<file path="src/rtl/bin2bcd_seq.sv">
// rtl/bin2bcd_seq.sv - sequential double-dabble binary-to-BCD converter
// One input bit per clock; start/busy/done handshake with registered result and leading-zero mask.
module bin2bcd_seq #(
  parameter int NUM_BITS = 8,
  parameter int NUM_BCDS = (NUM_BITS * 301 + 999) / 1000
) (
  input  logic                  clk,
  input  logic                  rst,
  input  logic                  start,
  input  logic [NUM_BITS-1:0]   bin_in,
  output logic                  busy,
  output logic                  done,
  output logic [NUM_BCDS*4-1:0] bcd_out,
  output logic [NUM_BCDS-1:0]   blank_mask
);

  localparam int BCD_W = NUM_BCDS * 4;
  localparam int SR_W  = BCD_W + NUM_BITS;
  localparam int CW    = $clog2(NUM_BITS + 1);
  localparam logic [NUM_BCDS-1:0] MASK_RST = ~NUM_BCDS'(1);

  typedef enum logic {IDLE, CONV} state_t;

  state_t              state, state_nxt;
  logic [SR_W-1:0]     sr, sr_nxt, sr_step;
  logic [CW-1:0]       cnt, cnt_nxt;
  logic [BCD_W-1:0]    adj;
  logic [NUM_BCDS-1:0] mask_nxt;
  logic                done_nxt;
  logic                load_result;

  // Add-3 correction on the pre-shift digits, all in parallel, then shift the whole register.
  always_comb begin
    adj = '0;
    for (int d = 0; d < NUM_BCDS; d++) begin
      if (sr[NUM_BITS + 4*d +: 4] >= 4'd5)
        adj[4*d +: 4] = sr[NUM_BITS + 4*d +: 4] + 4'd3;
      else
        adj[4*d +: 4] = sr[NUM_BITS + 4*d +: 4];
    end
    sr_step = {adj, sr[NUM_BITS-1:0]} << 1;
  end

  // Leading-zero mask for the value being written out: scan from the top digit down.
  always_comb begin
    logic zero_above;
    zero_above = 1'b1;
    mask_nxt   = '0;
    for (int d = NUM_BCDS - 1; d >= 1; d--) begin
      zero_above  = zero_above & (sr_step[NUM_BITS + 4*d +: 4] == 4'd0);
      mask_nxt[d] = zero_above;
    end
  end

  always_comb begin
    state_nxt   = state;
    sr_nxt      = sr;
    cnt_nxt     = cnt;
    done_nxt    = 1'b0;
    load_result = 1'b0;
    case (state)
      IDLE: begin
        if (start) begin
          sr_nxt    = {{BCD_W{1'b0}}, bin_in};
          cnt_nxt   = CW'(NUM_BITS - 1);
          state_nxt = CONV;
        end
      end
      CONV: begin
        sr_nxt  = sr_step;
        cnt_nxt = cnt - CW'(1);
        if (cnt == '0) begin
          cnt_nxt     = '0;
          state_nxt   = IDLE;
          done_nxt    = 1'b1;
          load_result = 1'b1;
        end
      end
      default: state_nxt = IDLE;
    endcase
  end

  always_ff @(posedge clk or posedge rst) begin
    if (rst) begin
      state <= IDLE;
    end else begin
      state <= state_nxt;
    end
  end

  always_ff @(posedge clk or posedge rst) begin
    if (rst) begin
      sr         <= '0;
      cnt        <= '0;
      done       <= 1'b0;
      bcd_out    <= '0;
      blank_mask <= MASK_RST;
    end else begin
      sr   <= sr_nxt;
      cnt  <= cnt_nxt;
      done <= done_nxt;
      if (load_result) begin
        bcd_out    <= sr_step[SR_W-1 -: BCD_W];
        blank_mask <= mask_nxt;
      end
    end
  end

  assign busy = (state == CONV);

endmodule
</file>
<file path="config.mk">
export PLATFORM = sky130hd
export DESIGN_NAME = bin2bcd_seq
export DESIGN_NICKNAME = d
export VERILOG_FILES = /design/src/rtl/bin2bcd_seq.sv
export SDC_FILE = /design/constraint.sdc
export NUM_CORES = 1
export LEC_CHECK = 0
export CORE_MARGIN = 3
export CORE_UTILIZATION = 48
export CTS_CLUSTER_SIZE = 40
export DETAILED_ROUTE_END_ITERATION = 16
export GPL_ROUTABILITY_DRIVEN = 0
export PLACE_DENSITY = 0.85
export SYNTH_ARGS = -nofsm -noshare
export SYNTH_HDL_FRONTEND = slang
export SYNTH_SLANG_ARGS = --single-unit
</file>
<file path="constraint.sdc">
create_clock -name clk -period 1.71 [get_ports clk]
set_input_delay 0.513 -clock clk [delete_from_list [all_inputs] [get_ports clk]]
set_output_delay 0.513 -clock clk [all_outputs]
set_load 0.02 [all_outputs]
</file>
==> results of run 1 <==
==> cells by family after synthesis <==
family | after synthesis | share of synthesized area (%)
muxes | 17 | 9.144
AOI/OAI and AO/OA | 41 | 12.84
xor gates and xnor gates | 3 | 1.362
adders and majority gates | 6 | 3.891
buffers and inverters | 20 | 4.604
other | 1 | 0.1944
and+or+nand+nor | 60 | 15.95
DFF | 40 | 52.01
==> repair_timing <==
| item | in CTS | in global routing |
|---|---|---|
| gates resized for setup | 16 | 9 |
| pin swaps | 1 | 1 |
| cloned | 0 | 0 |
| setup buffers | 0 | 1 |
| setup endpoints to repair | 17 | 15 |
==> through the flow <==
step	util [%]	instance area [µm²]	setup slack [ns]	hold WS [ns]
after floorplan	-	1934	0.01823	0.4492
after global placement	61.41	2316	0.03183	0.4549
after detailed placement	61.41	2316	-0.04579	0.4633
after CTS	63.74	2404	0.0009825	0.4795
after global routing	64.43	2430	0.003649	0.5179
final	64.43	2430	0.04531	0.4723
==> power by group through the flow <==
stage | clock network, mW | logic [mW] | registers (mW)
floorplan | 0 | 1.31 | 1.82
global placement | 0 | 2.21 | 1.64
detailed placement | 0 | 2.31 | 1.65
CTS | 0.771 | 2.20 | 1.63
global route | 0.813 | 2.48 | 1.71
finish | 0.764 | 2.23 | 1.64
==> state kept, by name, indices dropped and copies added, names as in the netlist <==
signal	count
sr	20
bcd_out	12
cnt	4
blank_mask	2
busy	1
done	1
==> final cells by class <==
cell class | instances | share of cell area (%)
inverter | 11 | 1.905
tap | 48 | 2.472
multi-input combinational | 128 | 35.12
timing repair buffer | 38 | 14.68
clock buffer | 6 | 2.987
clock inverter | 2 | 1.442
sequential | 40 | 41.40
==> layout by cell type (no fill, tap or decap), types with 7 or more instances in the layout <==
cell              n
clkdlybuf4s50_1  10
buf_4            10
o21ai_0          17
mux2i_1          12
nor2_1            8
dlygate4sd2_1    15
dfrtp_1          36
inv_1             7
nand2_1          28
==> metal layers <==
| metal | up-vias | part of all wire [%] | track usage [%] |
|---|---|---|---|
| met3 | 2 | 4.8 | 6.087 |
| met1 | 700 | 44 | 22.38 |
| met4 | 0 | 0.50 | 4.989 |
| li1 | 714 | - | - |
| met2 | 29 | 51 | 27.75 |
| met5 | - | 0 | 0 |
==> worst max path at each step <==
stage / start / end / slack [ns] / depth (start not counted)
after floorplan: cnt[0] / bcd_out[1] / 0.02 / 5
after global placement: cnt[1] / blank_mask[1] / 0.03 / 5
after global routing: sr[16] / sr[18] / 0.004 / 6
after CTS: sr[16] / bcd_out[10] / 0.001 / 6
final: blank_mask[2] / blank_mask[2] / 0.05 / 1
after detailed placement: cnt[1] / blank_mask[1] / -0.05 / 5
==> flow_summary.toml, run 1 <==
[status]
status = "complete, no violations"

[sta]
period_needed_ns = 1.665
tns_ns = 0
slew_violations = 0
rsz0062_at_grt = "no"
setup_violations = 0
hold_viol_final = 0
fmax_mhz = 600.7
period_share_pct = 97.35
fin_skew_ns = 0.01060

[power_and_ir_drop]
power_frac_comb_pct = 48.1
ir_drop_mv = 0.8757
p_leak_nw = 1.174
p_sw_mw = 1.811
power_density_nw_per_um2 = 1906
seqPwrFrac_pct = 35.4
clockPowerShare_pct = 16.5
swShare_pct = 39.10
power.internal_mw = 2.820
totalPowerFinal_mw = 4.631

[worst_setup_path]
cp-end-kind = "primary output"
cp_num_buf_inv = 1
crit_type = "register to primary output"
r2r_setup_slack_ns = 0.05
arrival_ns = 1.15
worstPathCellList = "dlygate4sd2_1"
slowest_stage = "dfstp_2"
required_ns = 1.20
reg2reg_to = "bcd_out[6]"
worst_setup_path_start_kind = "register"
r2r_cells = 4
worstReg2RegStart = "cnt[1]"
max_stage_delay_ns = 0.53
crit_family = "flip-flops"
worstPathMaxFanout = 2

[logic_synthesis]
synth_fp_nets = 205
ys_types = 36
syn_area_um2 = 1929
synthFlopType = "dfrtp_1"
avgSynthCellArea_um2 = 10.26
synth.most_common_cell = "dfrtp_1"
synth.area.top_cells = "dfrtp_1, mux2i_1, nand2_1"
synth_warnings = 0
synth_edf_count = 0
synth_area_leader_cell = "dfrtp_1"
synthTopCellsByCount = "dfrtp_1, nand2_1, o21ai_0, mux2i_1, inv_1"
synth_seq_cells = 40
synth_top_area_share_pct = 49.29
async_flop_share_pct = 100.0
synth-seq-area-share_pct = 52.01
syn_inst = 188

[cts]
cts-root-buf = "clkbuf_8"
clock-sinks = 40
clockBufferDepth = 2
cts_made_buffers = 5
clkLatencyLatePin_ns = 0.29
cts_tree = "built"
clk_pin_slew_ns = 0.08
hold_buffers = 0
htree_levels = 2

[worst_hold_path]
holdPathStages = 2
min_from = "bcd_out[0]"
hold_end = "bcd_out[0]"
min_path_type = "register to register"

[cells_and_area]
synthToLayoutAreaGrowth_pct = 25.94
nNetsFinal = 241
fill_cells = 298
fin_cells = 273
multi_input_area_um2 = 853.3
diodes = 0
seq_area_um2 = 1006
drive_gt1_share_pct = 19.11

[die]
die_h_um = 69.40
die_area_um2 = 4816
die_w_um = 69.40
coreArea_um2 = 3771
ioPinCount = 28
start_util_pct = 51.16
row_count = 22

[drt]
drc = 0
drt_iter0_markers = 60
drt-total-wl_mm = 3.782
vias_per_cell = 5.293
wl_per_cell_um = 13.85
drt-pass1-iter-count = 4
vias = 1445
drtAntennaViolNets = 0

[placement]
io_buffers = 26
dp_hpwl_mm = 2.696
dp.cells = 264

[global_routing]
grt_pass1_wl_mm = 6.693
grt_start_max_net_pins = 41
grt_pass1_vias = 1441
grt.overflow.total = 0
antenna_found_initial = 0
grt_usage_pct = 17.39

[flow_run]
cap_violations = 0
Note: power is estimated with default switching activity, not from simulation.
==> inputs of run 2 (changes only) <==
PLACE_DENSITY = unset   (was 0.85)
PLACE_DENSITY_LB_ADDON = 0.15   (was unset)
==> flow_summary.toml, run 2 (synthesized netlist as in run 1, its figures left out) <==
[cells_and_area]
drive_gt1_share_pct = 22.78
reg_top3 = "sr (20), bcd_out (12), cnt (4)"
final_common_cell = "dfrtp_1"
synthToLayoutAreaGrowth_pct = 30.87
layout_common_cells = "dfrtp_1, nand2_1, buf_4"
nNetsFinal = 253
final_util_pct = 66.95
regMostFlops = "sr"
largest_reg_flops = 20
diodes = 0

[worst_setup_path]
worstPathCellList = "or4b_4 -> nand2b_4 -> inv_8 -> nand4_4 -> o41ai_2"
max_stage_delay_ns = 0.53
crit_type = "register to register"
arrival_ns = 1.90
crit_family = "simple AND/OR/NAND/NOR gates"
slowest_stage = "or4b_4"
required_ns = 1.91
cp_num_buf_inv = 1
worst_setup_path_start_kind = "register"
worstPathMaxFanout = 4
cp-end-kind = "register"

[drt]
drt-total-wl_mm = 4.306
vias_per_cell = 5.267
drc = 0
drtAntennaViolNets = 0
vias = 1501
wl_per_cell_um = 15.11
drt_iter0_markers = 80
drt-pass1-iter-count = 4

[sta]
hold_viol_final = 0
fmax_mhz = 586.2
layout_setup_ws_ns = 0.004058
slew_violations = 0
rsz0062_at_grt = "yes"
fin_skew_ns = 0.005079
setup_violations = 0
period_needed_ns = 1.706
period_share_pct = 99.76
tns_ns = 0

[die]
die_w_um = 69.40
coreArea_um2 = 3771
start_util_pct = 51.16
die_area_um2 = 4816
ioPinCount = 28
row_count = 22
die_h_um = 69.40

[global_routing]
grt.overflow.total = 0
grt_pass1_wl_mm = 7.169
antenna_found_initial = 0
top_usage_layer = "met2"
grt_util_met3_pct = 5.072
grt_start_max_net_pins = 29
grt_pass1_vias = 1507
use_met1_pct = 23.20
grt_usage_pct = 18.99
use_met2_pct = 31.25

[cts]
clock-sinks = 40
clk_pin_slew_ns = 0.07
clockBufferDepth = 2
htree_levels = 2
cts_tree = "built"
cts-root-buf = "clkbuf_8"
cts_made_buffers = 5
clkLatencyLatePin_ns = 0.29

[power_and_ir_drop]
p_leak_nw = 1.238
power_density_nw_per_um2 = 1923
ir_drop_mv = 0.9558

[placement]
io_buffers = 26
dp_hpwl_mm = 3.034
dp_slack_ns = -0.06919

[worst_hold_path]
min_path_type = "register to register"

[flow_run]
cap_violations = 0

[status]
status = "complete, no violations"
run 2: metal layers:
layer  up-vias  wire, µm
li1        740         -
met5         -         0
met2        39      2060
met1       711      1950
met4         0        97
met3        11       197
run 2: path summary, 6_finish.rpt:
path / start / to / slack [ns] / cells after the start
hold / removal: sr[6] / sr[7] / 0.48 / 2
setup / recovery: cnt[1] / blank_mask[1] / 0.004 / 5
min in group asynchronous: rst / bcd_out[8] / 0.54 / 3
setup reg to reg: cnt[1] / blank_mask[1] / 0.004 / 5
max in group asynchronous: rst / busy / 0.83 / 3
hold reg to reg: sr[6] / sr[7] / 0.48 / 2
run 2: layout make-up:
| class | instances | area (µm²) |
|---|---|---|
| Sequential cell | 40 | 1006 |
| Multi-Input combinational cell | 128 | 883.3 |
| Timing Repair Buffer | 50 | 436.7 |
| Fill cell | 279 | 1246 |
| Inverter | 11 | 48.80 |
| Clock buffer | 8 | 90.09 |
| Tap cell | 48 | 60.06 |
run 2: metrics by stage:
stage	instance area [µm²]	power [mW]	instances	hold WS, ns
floorplan	1934	3.127	188	0.4492
global placement	2344	3.912	271	0.4579
detailed placement	2344	4.039	271	0.4714
CTS	2417	4.592	279	0.4838
global route	2525	5.235	285	0.5020
finish	2525	4.856	285	0.4769
run 2: repair_timing:
item | 4_1_cts | 5_1_grt
hold buffers | 0 | 0
setup endpoints to repair | 19 | 10
buffers inserted | 0 | 6
gates resized for setup | 17 | 16
pin swaps | 1 | 3
run 2: worst reg2reg max path: stages (launching register included):
cell and delay, ns:
dfrtp_1 0.38, or4b_4 0.53, nand2b_4 0.18, inv_8 0.08, nand4_4 0.08, o41ai_2 0.36
run 2: power breakdown:
part           switching, mW  internal, mW  leakage, nW
combinational           1.34          1.23        0.692
sequential             0.278          1.37        0.501
clock                  0.310         0.329       0.0455
total                   1.93          2.93         1.24
==> inputs of run 3 (changes only) <==
ABC_AREA = 1   (was unset)
SETUP_SLACK_MARGIN = 0.2   (was unset)
==> flow_summary.toml, run 3 <==
[logic_synthesis]
synth-seq-area-share_pct = 53.11
synth.area.top_cells = "dfrtp_1, nand2_1, inv_1"
syn_inst = 222
synth_edf_count = 0
synth_fp_nets = 239
avgSynthCellArea_um2 = 8.510
synth_top_area_share_pct = 50.33
synthTopCellsByCount = "nand2_1, dfrtp_1, inv_1, nand3_1, o21ai_0"
synth.most_common_cell = "nand2_1"
synth_area_leader_cell = "dfrtp_1"
synth_warnings = 0
syn_area_um2 = 1889
ys_types = 23
async_flop_share_pct = 100.0
synthFlopType = "dfrtp_1"
synth_seq_cells = 40

[drt]
vias_per_cell = 5.055
drc = 0
drt-pass1-iter-count = 5
vias = 1562
drt-total-wl_mm = 3.907
wl_per_cell_um = 12.64
drtAntennaViolNets = 0
drt_iter0_markers = 108

[cts]
clkLatencyLatePin_ns = 0.30
cts_made_buffers = 5
cts_tree = "built"
htree_levels = 2
cts-root-buf = "clkbuf_8"
clockBufferDepth = 2
clk_pin_slew_ns = 0.08
clock-sinks = 40

[worst_setup_path]
crit_type = "register to primary output"
max_stage_delay_ns = 0.53
cp-end-kind = "primary output"
required_ns = 1.20
worstPathCellList = "clkbuf_2"
cp_num_buf_inv = 1
crit_family = "flip-flops"
slowest_stage = "dfstp_2"
worst_setup_path_start_kind = "register"
worstPathMaxFanout = 2
arrival_ns = 0.99

[global_routing]
grt_pass1_wl_mm = 6.292
antenna_found_initial = 0
grt_pass1_vias = 1407
grt_usage_pct = 18.45
grt.overflow.total = 0
grt_start_max_net_pins = 41

[power_and_ir_drop]
swShare_pct = 45.13
p_leak_nw = 1.214
seqPwrFrac_pct = 33.8
ir_drop_mv = 0.7843
clockPowerShare_pct = 13.4
power.internal_mw = 2.661
power_frac_comb_pct = 52.8
power_density_nw_per_um2 = 2036
p_sw_mw = 2.189

[sta]
tns_ns = 0
setup_violations = 0
period_share_pct = 87.72
rsz0062_at_grt = "yes"
hold_viol_final = 0
period_needed_ns = 1.500
slew_violations = 0
fin_skew_ns = 0.004733
fmax_mhz = 666.6

[status]
status = "complete, no violations"

[die]
die_h_um = 68.74
row_count = 22
die_area_um2 = 4725
ioPinCount = 28
start_util_pct = 50.84
coreArea_um2 = 3716
die_w_um = 68.74

[cells_and_area]
final_common_cell = "nand2_1"
diodes = 0
fill_cells = 315
largest_reg_flops = 20
layout_common_cells = "nand2_1, dfrtp_1, inv_1"
fin_cells = 309
reg_top3 = "sr (20), bcd_out (12), cnt (4)"
synthToLayoutAreaGrowth_pct = 26.09
drive_gt1_share_pct = 27.97
nNetsFinal = 277
regMostFlops = "sr"

[worst_hold_path]
min_path_type = "register to register"

[placement]
io_buffers = 26
dp_hpwl_mm = 2.515
dp.cells = 293

[flow_run]
cap_violations = 0
[run 3: metrics by stage]
stage                     setup WS, ns  total power [mW]  hold slack, ns  area, µm²  utilization, %
after CTS                      0.03361             4.557          0.4774       2303           61.99
after global placement          0.1032             3.898          0.4593       2202           59.26
after detailed placement       0.06038             3.948          0.4661       2202           59.26
final                           0.2099             4.851          0.4729       2382           64.11
after global routing            0.1659             5.294          0.4871       2382           64.11
after floorplan                 0.2827             3.262          0.4624       1889               -
[run 3: path summary, 6_finish.rpt]
path	from	to	slack, ns	depth (start not counted)
max	blank_mask[1]	blank_mask[1]	0.21	1
min	blank_mask[1]	blank_mask[1]	0.47	2
max reg2reg	sr[8]	bcd_out[2]	0.29	9
min reg2reg	blank_mask[1]	blank_mask[1]	0.47	2
max in group asynchronous	rst	blank_mask[2]	0.89	3
min in group asynchronous	rst	sr[5]	0.55	3
[run 3: timing repair]
item,CTS,global route
pin swaps,0,8
setup buffers,2,6
gates resized for setup,32,47
endpoints found under the hold margin,0,0
endpoints found under the setup margin,18,31
hold buffers,0,0
[run 3: kinds of logic (layout without fill, tap and decap cells)]
logic type	Yosys count	in the layout	synth area share, %
AOI/OAI and AO/OA	34	34	10.86
adders and majority gates	6	6	3.973
buffers and inverters	31	70	7.418
DFF	40	40	53.11
other	1	1	0.1985
and+or+nand+nor	110	110	24.44
[run 3: power groups by stage]
stage | Combinational [mW] | Sequential [mW] | Clock (mW)
floorplan | 1.48 | 1.79 | 0
detailed placement | 2.31 | 1.63 | 0
global placement | 2.28 | 1.62 | 0
CTS | 2.28 | 1.61 | 0.664
finish | 2.56 | 1.64 | 0.651
global route | 2.90 | 1.69 | 0.707
[run 3: layout make-up]
type / instances / area (µm²) / share of cell area (%)
Timing Repair Buffer: 38 / 307.8 / 12.92
Tap cell: 48 / 60.06 / 2.521
Multi-Input combinational cell: 151 / 825.8 / 34.66
Sequential cell: 40 / 1003 / 42.12
Clock inverter: 2 / 10.01 / 0.4202
Clock buffer: 6 / 82.58 / 3.466
Inverter: 24 / 92.59 / 3.887
[run 3: metal layers]
layer	global-route usage, %	part of all wire, %	wire length [µm]	up-vias
met2	29.20	49	1904	36
li1	-	-	-	790
met1	23.78	45	1748	730
met3	5.835	4.9	192	6
met4	6.569	1.6	62	0
met5	0	0	0	-
